<file path="src/rtl/sensor_packet_parser.sv">
// sensor_packet_parser: framing checker for the sensor acquisition stream.
// Extracts timestamp, accumulators or raw words and counts framing errors.
module sensor_packet_parser #(
  parameter int unsigned RAW_WORDS    = 512,
  parameter logic [31:0] HEADER_VALUE = 32'hAAAAAAAA,
  parameter logic [31:0] FOOTER_VALUE = 32'h55555555
) (
  input  logic        master_clock,
  input  logic        resetn,
  input  logic        expect_raw_data,
  input  logic [31:0] data_tdata,
  input  logic        data_tvalid,
  input  logic        data_tlast,
  output logic        data_tready,
  output logic        frame_valid,
  output logic        frame_raw,
  output logic [31:0] frame_timestamp,
  output logic [47:0] frame_c_acc,
  output logic [47:0] frame_d_acc,
  output logic        seq_done,
  output logic [15:0] frame_count,
  output logic [31:0] raw_tdata,
  output logic        raw_tvalid,
  output logic        raw_tlast,
  output logic [15:0] sync_err_count,
  output logic [15:0] frame_err_count,
  output logic [2:0]  dbg_state
);

  localparam int unsigned CW =
    (RAW_WORDS > 4) ? $clog2(RAW_WORDS) : 2;
  localparam logic [CW-1:0] RAW_LAST  = CW'(RAW_WORDS - 1);
  localparam logic [CW-1:0] PROC_LAST = CW'(2);

  typedef enum logic [2:0] {
    SEEK_HDR = 3'd0,
    TSTAMP   = 3'd1,
    PAY_PROC = 3'd2,
    PAY_RAW  = 3'd3,
    CHK_FTR  = 3'd4
  } state_t;

  state_t st, st_nxt;

  logic          beat;
  logic          sync_inc;
  logic          ferr_inc;
  logic          good;
  logic          cap_ts;
  logic          cap_w;
  logic          fwd;
  logic [CW-1:0] wcnt;
  logic          mode;
  logic [31:0]   ts_sh;
  logic [47:0]   c_sh;
  logic [47:0]   d_sh;

  assign beat      = data_tvalid & data_tready;
  assign dbg_state = st;

  always_ff @(posedge master_clock or negedge resetn) begin
    if (!resetn) begin
      st <= SEEK_HDR;
    end else begin
      st <= st_nxt;
    end
  end

  // tlast outside the footer slot aborts the frame whatever the state
  always_comb begin
    st_nxt   = st;
    sync_inc = 1'b0;
    ferr_inc = 1'b0;
    good     = 1'b0;
    cap_ts   = 1'b0;
    cap_w    = 1'b0;
    fwd      = 1'b0;
    if (beat) begin
      if (data_tlast && st != CHK_FTR) begin
        ferr_inc = 1'b1;
        st_nxt   = SEEK_HDR;
      end else begin
        unique case (st)
          SEEK_HDR: begin
            if (data_tdata == HEADER_VALUE) begin
              st_nxt = TSTAMP;
            end else begin
              sync_inc = 1'b1;
            end
          end
          TSTAMP: begin
            cap_ts = 1'b1;
            st_nxt = expect_raw_data ? PAY_RAW : PAY_PROC;
          end
          PAY_PROC: begin
            cap_w = 1'b1;
            if (wcnt == PROC_LAST) begin
              st_nxt = CHK_FTR;
            end
          end
          PAY_RAW: begin
            fwd = 1'b1;
            if (wcnt == RAW_LAST) begin
              st_nxt = CHK_FTR;
            end
          end
          CHK_FTR: begin
            if (data_tdata == FOOTER_VALUE) begin
              good   = 1'b1;
              st_nxt = SEEK_HDR;
            end else begin
              ferr_inc = 1'b1;
              st_nxt   = (data_tdata == HEADER_VALUE) ? TSTAMP : SEEK_HDR;
            end
          end
          default: st_nxt = SEEK_HDR;
        endcase
      end
    end
  end

  always_ff @(posedge master_clock or negedge resetn) begin
    if (!resetn) begin
      data_tready <= 1'b0;
    end else begin
      data_tready <= 1'b1;
    end
  end

  always_ff @(posedge master_clock or negedge resetn) begin
    if (!resetn) begin
      wcnt  <= '0;
      mode  <= 1'b0;
      ts_sh <= '0;
      c_sh  <= '0;
      d_sh  <= '0;
    end else begin
      if (cap_ts) begin
        wcnt  <= '0;
        mode  <= expect_raw_data;
        ts_sh <= data_tdata;
      end else if (cap_w || fwd) begin
        wcnt <= wcnt + CW'(1);
      end
      if (cap_w) begin
        if (wcnt == '0) begin
          c_sh[31:0] <= data_tdata;
        end else if (wcnt == CW'(1)) begin
          c_sh[47:32] <= data_tdata[15:0];
          d_sh[15:0]  <= data_tdata[31:16];
        end else begin
          d_sh[47:16] <= data_tdata;
        end
      end
    end
  end

  always_ff @(posedge master_clock or negedge resetn) begin
    if (!resetn) begin
      raw_tdata  <= '0;
      raw_tvalid <= 1'b0;
      raw_tlast  <= 1'b0;
    end else begin
      raw_tvalid <= fwd;
      raw_tlast  <= fwd && (wcnt == RAW_LAST);
      if (fwd) begin
        raw_tdata <= data_tdata;
      end
    end
  end

  always_ff @(posedge master_clock or negedge resetn) begin
    if (!resetn) begin
      frame_valid     <= 1'b0;
      seq_done        <= 1'b0;
      frame_raw       <= 1'b0;
      frame_timestamp <= '0;
      frame_c_acc     <= '0;
      frame_d_acc     <= '0;
    end else begin
      frame_valid <= good;
      seq_done    <= good & data_tlast;
      if (good) begin
        frame_raw       <= mode;
        frame_timestamp <= ts_sh;
        if (!mode) begin
          frame_c_acc <= c_sh;
          frame_d_acc <= d_sh;
        end
      end
    end
  end

  // seq_done is high for exactly one cycle, so it doubles as the clear
  always_ff @(posedge master_clock or negedge resetn) begin
    if (!resetn) begin
      frame_count     <= '0;
      sync_err_count  <= '0;
      frame_err_count <= '0;
    end else begin
      if (seq_done) begin
        frame_count <= '0;
      end else if (good) begin
        frame_count <= frame_count + 16'd1;
      end
      if (sync_inc && sync_err_count != 16'hFFFF) begin
        sync_err_count <= sync_err_count + 16'd1;
      end
      if (ferr_inc && frame_err_count != 16'hFFFF) begin
        frame_err_count <= frame_err_count + 16'd1;
      end
    end
  end

endmodule
</file>
<file path="config.mk">
export PLATFORM = sky130hd
export DESIGN_NAME = sensor_packet_parser
export DESIGN_NICKNAME = d
export VERILOG_FILES = /design/src/rtl/sensor_packet_parser.sv
export SDC_FILE = /design/constraint.sdc
export NUM_CORES = 1
export LEC_CHECK = 0
export CAP_MARGIN = 0
export CORE_UTILIZATION = 38
export DETAILED_ROUTE_END_ITERATION = 10
export SYNTH_ARGS = -nofsm -noshare
export SYNTH_HDL_FRONTEND = slang
export SYNTH_SLANG_ARGS = --single-unit
</file>
<file path="constraint.sdc">
create_clock -name master_clock -period 3.5 [get_ports master_clock]
set_input_delay 0.7 -clock master_clock [delete_from_list [all_inputs] [get_ports master_clock]]
set_output_delay 0.7 -clock master_clock [all_outputs]
set_load 0.02 [all_outputs]
</file>
==> results of run 1 <==
## per-layer routing
layer / vias to the layer above / GRT usage / wire, µm
met5: - / 0 / 0
met4: 0 / 0.0475 / 632
met3: 52 / 0.0363 / 1850
met2: 237 / 0.318 / 17600
met1: 4940 / 0.291 / 18100
li1: 4346 / - / -
## where the power goes
group / leakage (nW) / switching, mW / internal [mW] / total, mW
logic: 3.76 / 0.366 / 0.379 / 0.745
registers: 4.88 / 0.157 / 4.32 / 4.48
clock network: 0.589 / 1.58 / 2.30 / 3.87
## layout make-up
type                       count  area share
inverter                      10     0.00196
clock buffer                  61      0.0594
clock inverter                 6     0.00307
sequential                   355       0.464
timing repair buffer         333       0.172
antenna                        1    0.000131
multi-input combinational    633       0.269
tap                          468      0.0306
## metrics by stage
stage	instances	hold slack (ns)	TNS, ns	power (mW)	worst slack (ns)
3_3_place_gp	1799	0.450	-1.30	5.28	-0.115
5_1_grt	1867	0.173	0	9.46	0.319
2_1_floorplan	1044	0.404	0	4.84	1.02
3_5_place_dp	1799	0.456	-0.550	5.30	-0.125
4_1_cts	1866	0.179	0	9.20	0.417
6_report	1867	0.144	0	9.10	0.417
## worst min path at each step
stage,from,to,cells after the start
6_report,resetn,sync_err_count[10],1
4_1_cts,resetn,sync_err_count[4],1
5_1_grt,resetn,sync_err_count[4],1
2_1_floorplan,resetn,c_sh[0],0
3_5_place_dp,frame_timestamp[20],frame_timestamp[20],2
3_3_place_gp,ts_sh[19],frame_timestamp[19],2
## cells by family (layout without fill, tap and decap cells)
kind of cell | count (synthesis) | count (layout) | share of synthesized area
fa+ha+maj | 8 | 8 | 0.00701
compound gates | 46 | 46 | 0.0184
mux | 259 | 259 | 0.204
simple gates | 282 | 282 | 0.107
xor+xnor | 37 | 37 | 0.0227
buf+inv | 56 | 410 | 0.0185
other cells | 1 | 2 | 0.000263
flops | 355 | 355 | 0.622
## registers in the layout, summed over array words and instances, names as in the netlist
signal,flops
raw_tdata,32
c_sh,48
seq_done,1
frame_err_count,16
frame_c_acc,48
sync_err_count,16
data_tready,1
raw_tvalid,1
d_sh,48
wcnt,9
ts_sh,32
frame_raw,1
frame_count,16
frame_valid,1
mode,1
dbg_state,3
raw_tlast,1
frame_d_acc,48
frame_timestamp,32
## layout by cell type, fill, tap and decap left out, types with 10 or more instances in the layout
| master | netlist | layout |
|---|---|---|
| dfrtp_1 | 355 | 355 |
| clkdlybuf4s50_1 | 0 | 252 |
| mux2_2 | 213 | 213 |
| nand2_1 | 124 | 122 |
| buf_4 | 0 | 67 |
| mux2_1 | 46 | 46 |
| clkbuf_16 | 0 | 39 |
| nand3_1 | 23 | 23 |
| nand4_1 | 23 | 23 |
| a21oi_1 | 21 | 21 |
| xnor2_1 | 21 | 21 |
| nor2_1 | 18 | 18 |
| xor2_1 | 16 | 16 |
| nor4bb_1 | 16 | 16 |
| clkbuf_1 | 19 | 14 |
| nor3_1 | 13 | 13 |
| buf_12 | 0 | 13 |
| o21ai_0 | 12 | 12 |
| and3_1 | 13 | 12 |
| inv_1 | 10 | 10 |
==> flow_summary.json, run 1 <==
{
  "drive_gt1_frac": 0.259,
  "cts_hold_buf": 0,
  "cp-endpoint": "frame_count[5]",
  "area_growth_pct": 34.1,
  "cts_tree": "done",
  "via_count": 9575,
  "cp_max_fo": 17,
  "worstSetupPathType": "primary input to flip-flop",
  "rows": 70,
  "ys_seq_area_frac": 0.622,
  "antenna_found_initial": 1,
  "chipHeight_um": 196,
  "fin_skew_ns": 0.0154,
  "cts-buffers-inserted": 39,
  "design_area_um2": 19200,
  "htree_levels": 2,
  "rr_worst_depth": 5,
  "synth_seq_cells": 355,
  "grt_overflow": 0,
  "first_iter_violations": 457,
  "start_util": 0.388,
  "r2r-end": "frame_count[5]",
  "synth_edf_count": 0,
  "grt_pass1_wl_um": 59300,
  "r2r_start": "dbg_state[0]",
  "status": "completed",
  "synthTopCellsByArea": "dfrtp_1 (62%), mux2_2 (17%), mux2_1 (3.6%)",
  "pin_count": 254,
  "netlist_top_cells_count": "dfrtp_1 (355), mux2_2 (213), nand2_1 (124), mux2_1 (46)",
  "multi_input_area_um2": 5150,
  "nets": 1417,
  "place_congestion": 0.797,
  "path_clk_slew_ns": 0.06,
  "rsz0062_at_grt": "false",
  "post-cts-setup-buffers": 0,
  "grt_util_all_layers": 0.202,
  "clkLatencyLatePin_ns": 0.52,
  "dieArea_um2": 38400,
  "p_leak_nw": 9.23,
  "critical_path.top_delay_family": "simple AND/OR/NAND/NOR gates",
  "ctsLongestPathBuffers": 3,
  "syn_inst": 1044,
  "cp.depth": 6,
  "drv_slew": 0,
  "max-slew-margin-rel": 0.553,
  "yosysMostFrequentCell": "dfrtp_1",
  "cp_num_buf_inv": 1,
  "setup.worst_path.end_class": "flip-flop",
  "wire_per_inst_um": 20.5,
  "setup_violations": 0,
  "viasPerCell": 5.13,
  "core_um2": 36800,
  "dr.pass1.iters": 5,
  "crit_chain": "clkdlybuf4s50_1 -> and4bb_1 -> nand4_1 -> or4_2 -> or4_1 -> a21oi_1",
  "finalHoldViolCount": 0,
  "cts_resized": 0,
  "worstPathArrival_ns": 3.51,
  "synth_nets": 1089,
  "port-buffer-count": 253,
  "worst_slew_pin_slew_ns": 0.670,
  "hold_class": "primary input to async pin",
  "max_stage_delay_ns": 0.89,
  "grt_max_degree": 80,
  "avgSynthCellArea_um2": 13.7,
  "drv_cap": 0,
  "die_w_um": 196,
  "yosys.area.top_type": "dfrtp_1",
  "min_period_over_period": 0.881,
  "crit_path_start": "data_tdata[0]",
  "cts_sinks": 355,
  "cp_data_required_time_ns": 3.93,
  "post-route-util": 0.521,
  "yosysTopAreaCellShare": 0.622,
  "start_kind": "primary input",
  "fin_crit_ns": 3.08,
  "critPathSlowestCell": "or4_2",
  "grt_pass1_vias": 9842,
  "clockRootBuffer": "clkbuf_16",
  "power_density_nw_per_um2": 475,
  "post-route-drc-count": 0,
  "yosysWarnings": 0,
  "routed_wl_um": 38200,
  "dp_hpwl_um": 26800,
  "seq_area_um2": 8880,
  "dpl_cell_area_um2": 18000,
  "fillCellCount": 3144,
  "syn_area_um2": 14300,
  "synthFlopType": "dfrtp_1",
  "async_flop_share": 1.00,
  "ir_worst_vdd_uv": 244,
  "antenna_left": 0,
  "fmax_ghz": 0.324,
  "yosysUniqueCellTypes": 48,
  "rrSetupSlack_ns": 1.02
}
(Power assumes the default switching activity.)
==> run 2: changes to the inputs <==
--- a/config.mk
+++ b/config.mk
@@ -6,8 +6,9 @@
 export NUM_CORES = 1
 export LEC_CHECK = 0
 export CAP_MARGIN = 0
-export CORE_UTILIZATION = 38
+export CORE_UTILIZATION = 53
 export DETAILED_ROUTE_END_ITERATION = 10
+export PLACE_DENSITY = 0.8
 export SYNTH_ARGS = -nofsm -noshare
 export SYNTH_HDL_FRONTEND = slang
 export SYNTH_SLANG_ARGS = --single-unit
==> run 2 against run 1 <==
  * Sequential cell count unchanged
  * Wire length decreased by 7.3%
  * The flow now finishes with violations (DRC)
  * Clock power fell by 2%
  * Worst hold slack gained 0.037 ns
  * Power decreased by 0.97%
  * Core utilization is 20 points higher
  * Sequential share of layout area increased by 0.80 points
  * Cell area shrank 1.7%
  * First-iteration DRC count rose by 21%
  * Register-to-register slack is essentially flat
  * Via count hardly changed
==> flow_summary.json, run 2 (same netlist as run 1, synthesis figures left out) <==
{
  "status": "complete, but fails checks",
  "violations": "DRC",
  "via_count": 9578,
  "first_iter_violations": 555,
  "post-route-drc-count": 21,
  "start_kind": "primary input",
  "place_congestion": 0.863,
  "drv_slew": 0,
  "worstSetupPathType": "primary input to flip-flop",
  "multi_input_area_um2": 5150,
  "clkLatencyLatePin_ns": 0.53,
  "timing.hold.ws_ns": 0.181,
  "final_cells": 1718,
  "p_leak_nw": 9.13,
  "fillCellCount": 1802,
  "cp_data_required_time_ns": 3.90,
  "setup.worst_path.end_class": "flip-flop",
  "cp_max_fo": 22,
  "rsz0062_at_grt": "false",
  "ir_worst_vdd_uv": 429,
  "cts-buffers-inserted": 38,
  "ctsLongestPathBuffers": 3,
  "cts_resized": 0,
  "power_density_nw_per_um2": 478,
  "grt_util_all_layers": 0.264,
  "finalHoldViolCount": 0,
  "post-cts-setup-buffers": 0,
  "port-buffer-count": 253,
  "grt_pass1_vias": 9948,
  "hold_class": "primary input to async pin",
  "antenna_found_initial": 0,
  "most-common-layout-cells": "dfrtp_1 (355), clkdlybuf4s50_1 (252), mux2_2 (213)",
  "rows": 59,
  "grt_overflow": 0,
  "drv_cap": 0,
  "wire_per_inst_um": 20.6,
  "area_growth_pct": 31.9,
  "cts_hold_buf": 0,
  "worst_slew_pin_slew_ns": 0.660,
  "final_common_cell": "dfrtp_1",
  "cts_sinks": 355,
  "nets": 1402,
  "setup_violations": 0,
  "dr.pass1.iters": 8,
  "setup_tns_ns": 0,
  "p_total_mw": 9.01,
  "fin_skew_ns": 0.0135,
  "grt_pass1_wl_um": 56600,
  "max-slew-margin-rel": 0.560,
  "seq_area_um2": 8880,
  "dpl.cell_count": 1652,
  "path_clk_slew_ns": 0.05,
  "grt_max_degree": 93,
  "fin_crit_ns": 2.99,
  "post-route-util": 0.717,
  "dp_hpwl_um": 24200,
  "antenna_left": 0,
  "pin_count": 254,
  "viasPerCell": 5.58,
  "chipHeight_um": 166,
  "cts_tree": "done",
  "antenna_cells": 0,
  "drive_gt1_frac": 0.251,
  "fmax_ghz": 0.334,
  "htree_levels": 2,
  "die_w_um": 166,
  "min_period_over_period": 0.855,
  "core_um2": 26300,
  "worstPathArrival_ns": 3.39,
  "clockRootBuffer": "clkbuf_16",
  "routed_wl_um": 35400,
  "start_util": 0.543,
  "dieArea_um2": 27600
}
run 2: metal layers:
metal,part of all wire,up-vias,GRT usage
li1,-,4327,-
met1,0.43,4922,0.351
met2,0.48,288,0.430
met3,0.080,41,0.0755
met4,0.014,0,0.0589
met5,0,-,0
run 2: worst max-delay path, cell delays in order:
cell             delay [ns]
clkdlybuf4s50_1        0.60
buf_4                  0.18
nor4bb_1               0.33
nand4_1                0.20
or3_1                  0.41
nor3_4                 0.17
buf_12                 0.22
buf_12                 0.21
mux2_2                 0.36
run 2: final timing paths:
path	slack (ns)	startpoint	cells past startpoint	endpoint
setup / recovery	0.51	data_tdata[0]	9	frame_c_acc[12]
min in group master_clock	0.47	frame_timestamp[21]	2	frame_timestamp[21]
setup reg to reg	1.03	dbg_state[0]	5	frame_count[13]
max in group asynchronous	2.41	resetn	2	frame_c_acc[17]
hold / removal	0.18	resetn	1	sync_err_count[12]
hold reg to reg	0.47	frame_timestamp[21]	2	frame_timestamp[21]
run 2: power by group:
part           switching (mW)  leakage (nW)  internal, mW  total, mW
sequential              0.158          4.88          4.32       4.48
clock                    1.57         0.581          2.23       3.81
combinational           0.354          3.67         0.372      0.726
run 2: metrics by stage:
| step | cell area [µm²] | setup slack, ns |
|---|---|---|
| 3_5_place_dp | 17600 | -0.00853 |
| 2_1_floorplan | 14300 | 1.02 |
| 5_1_grt | 18800 | 0.426 |
| 6_report | 18800 | 0.508 |
| 3_3_place_gp | 17600 | 0.000352 |
| 4_1_cts | 18800 | 0.511 |
run 2: final cells by class:
| cell class | count | share of cell area |
|---|---|---|
| Sequential cell | 355 | 0.472 |
| Multi-Input combinational cell | 633 | 0.274 |
| Clock inverter | 5 | 0.00233 |
| Clock buffer | 61 | 0.0605 |
| Tap cell | 335 | 0.0223 |
| Timing Repair Buffer | 319 | 0.168 |
| Inverter | 10 | 0.00199 |
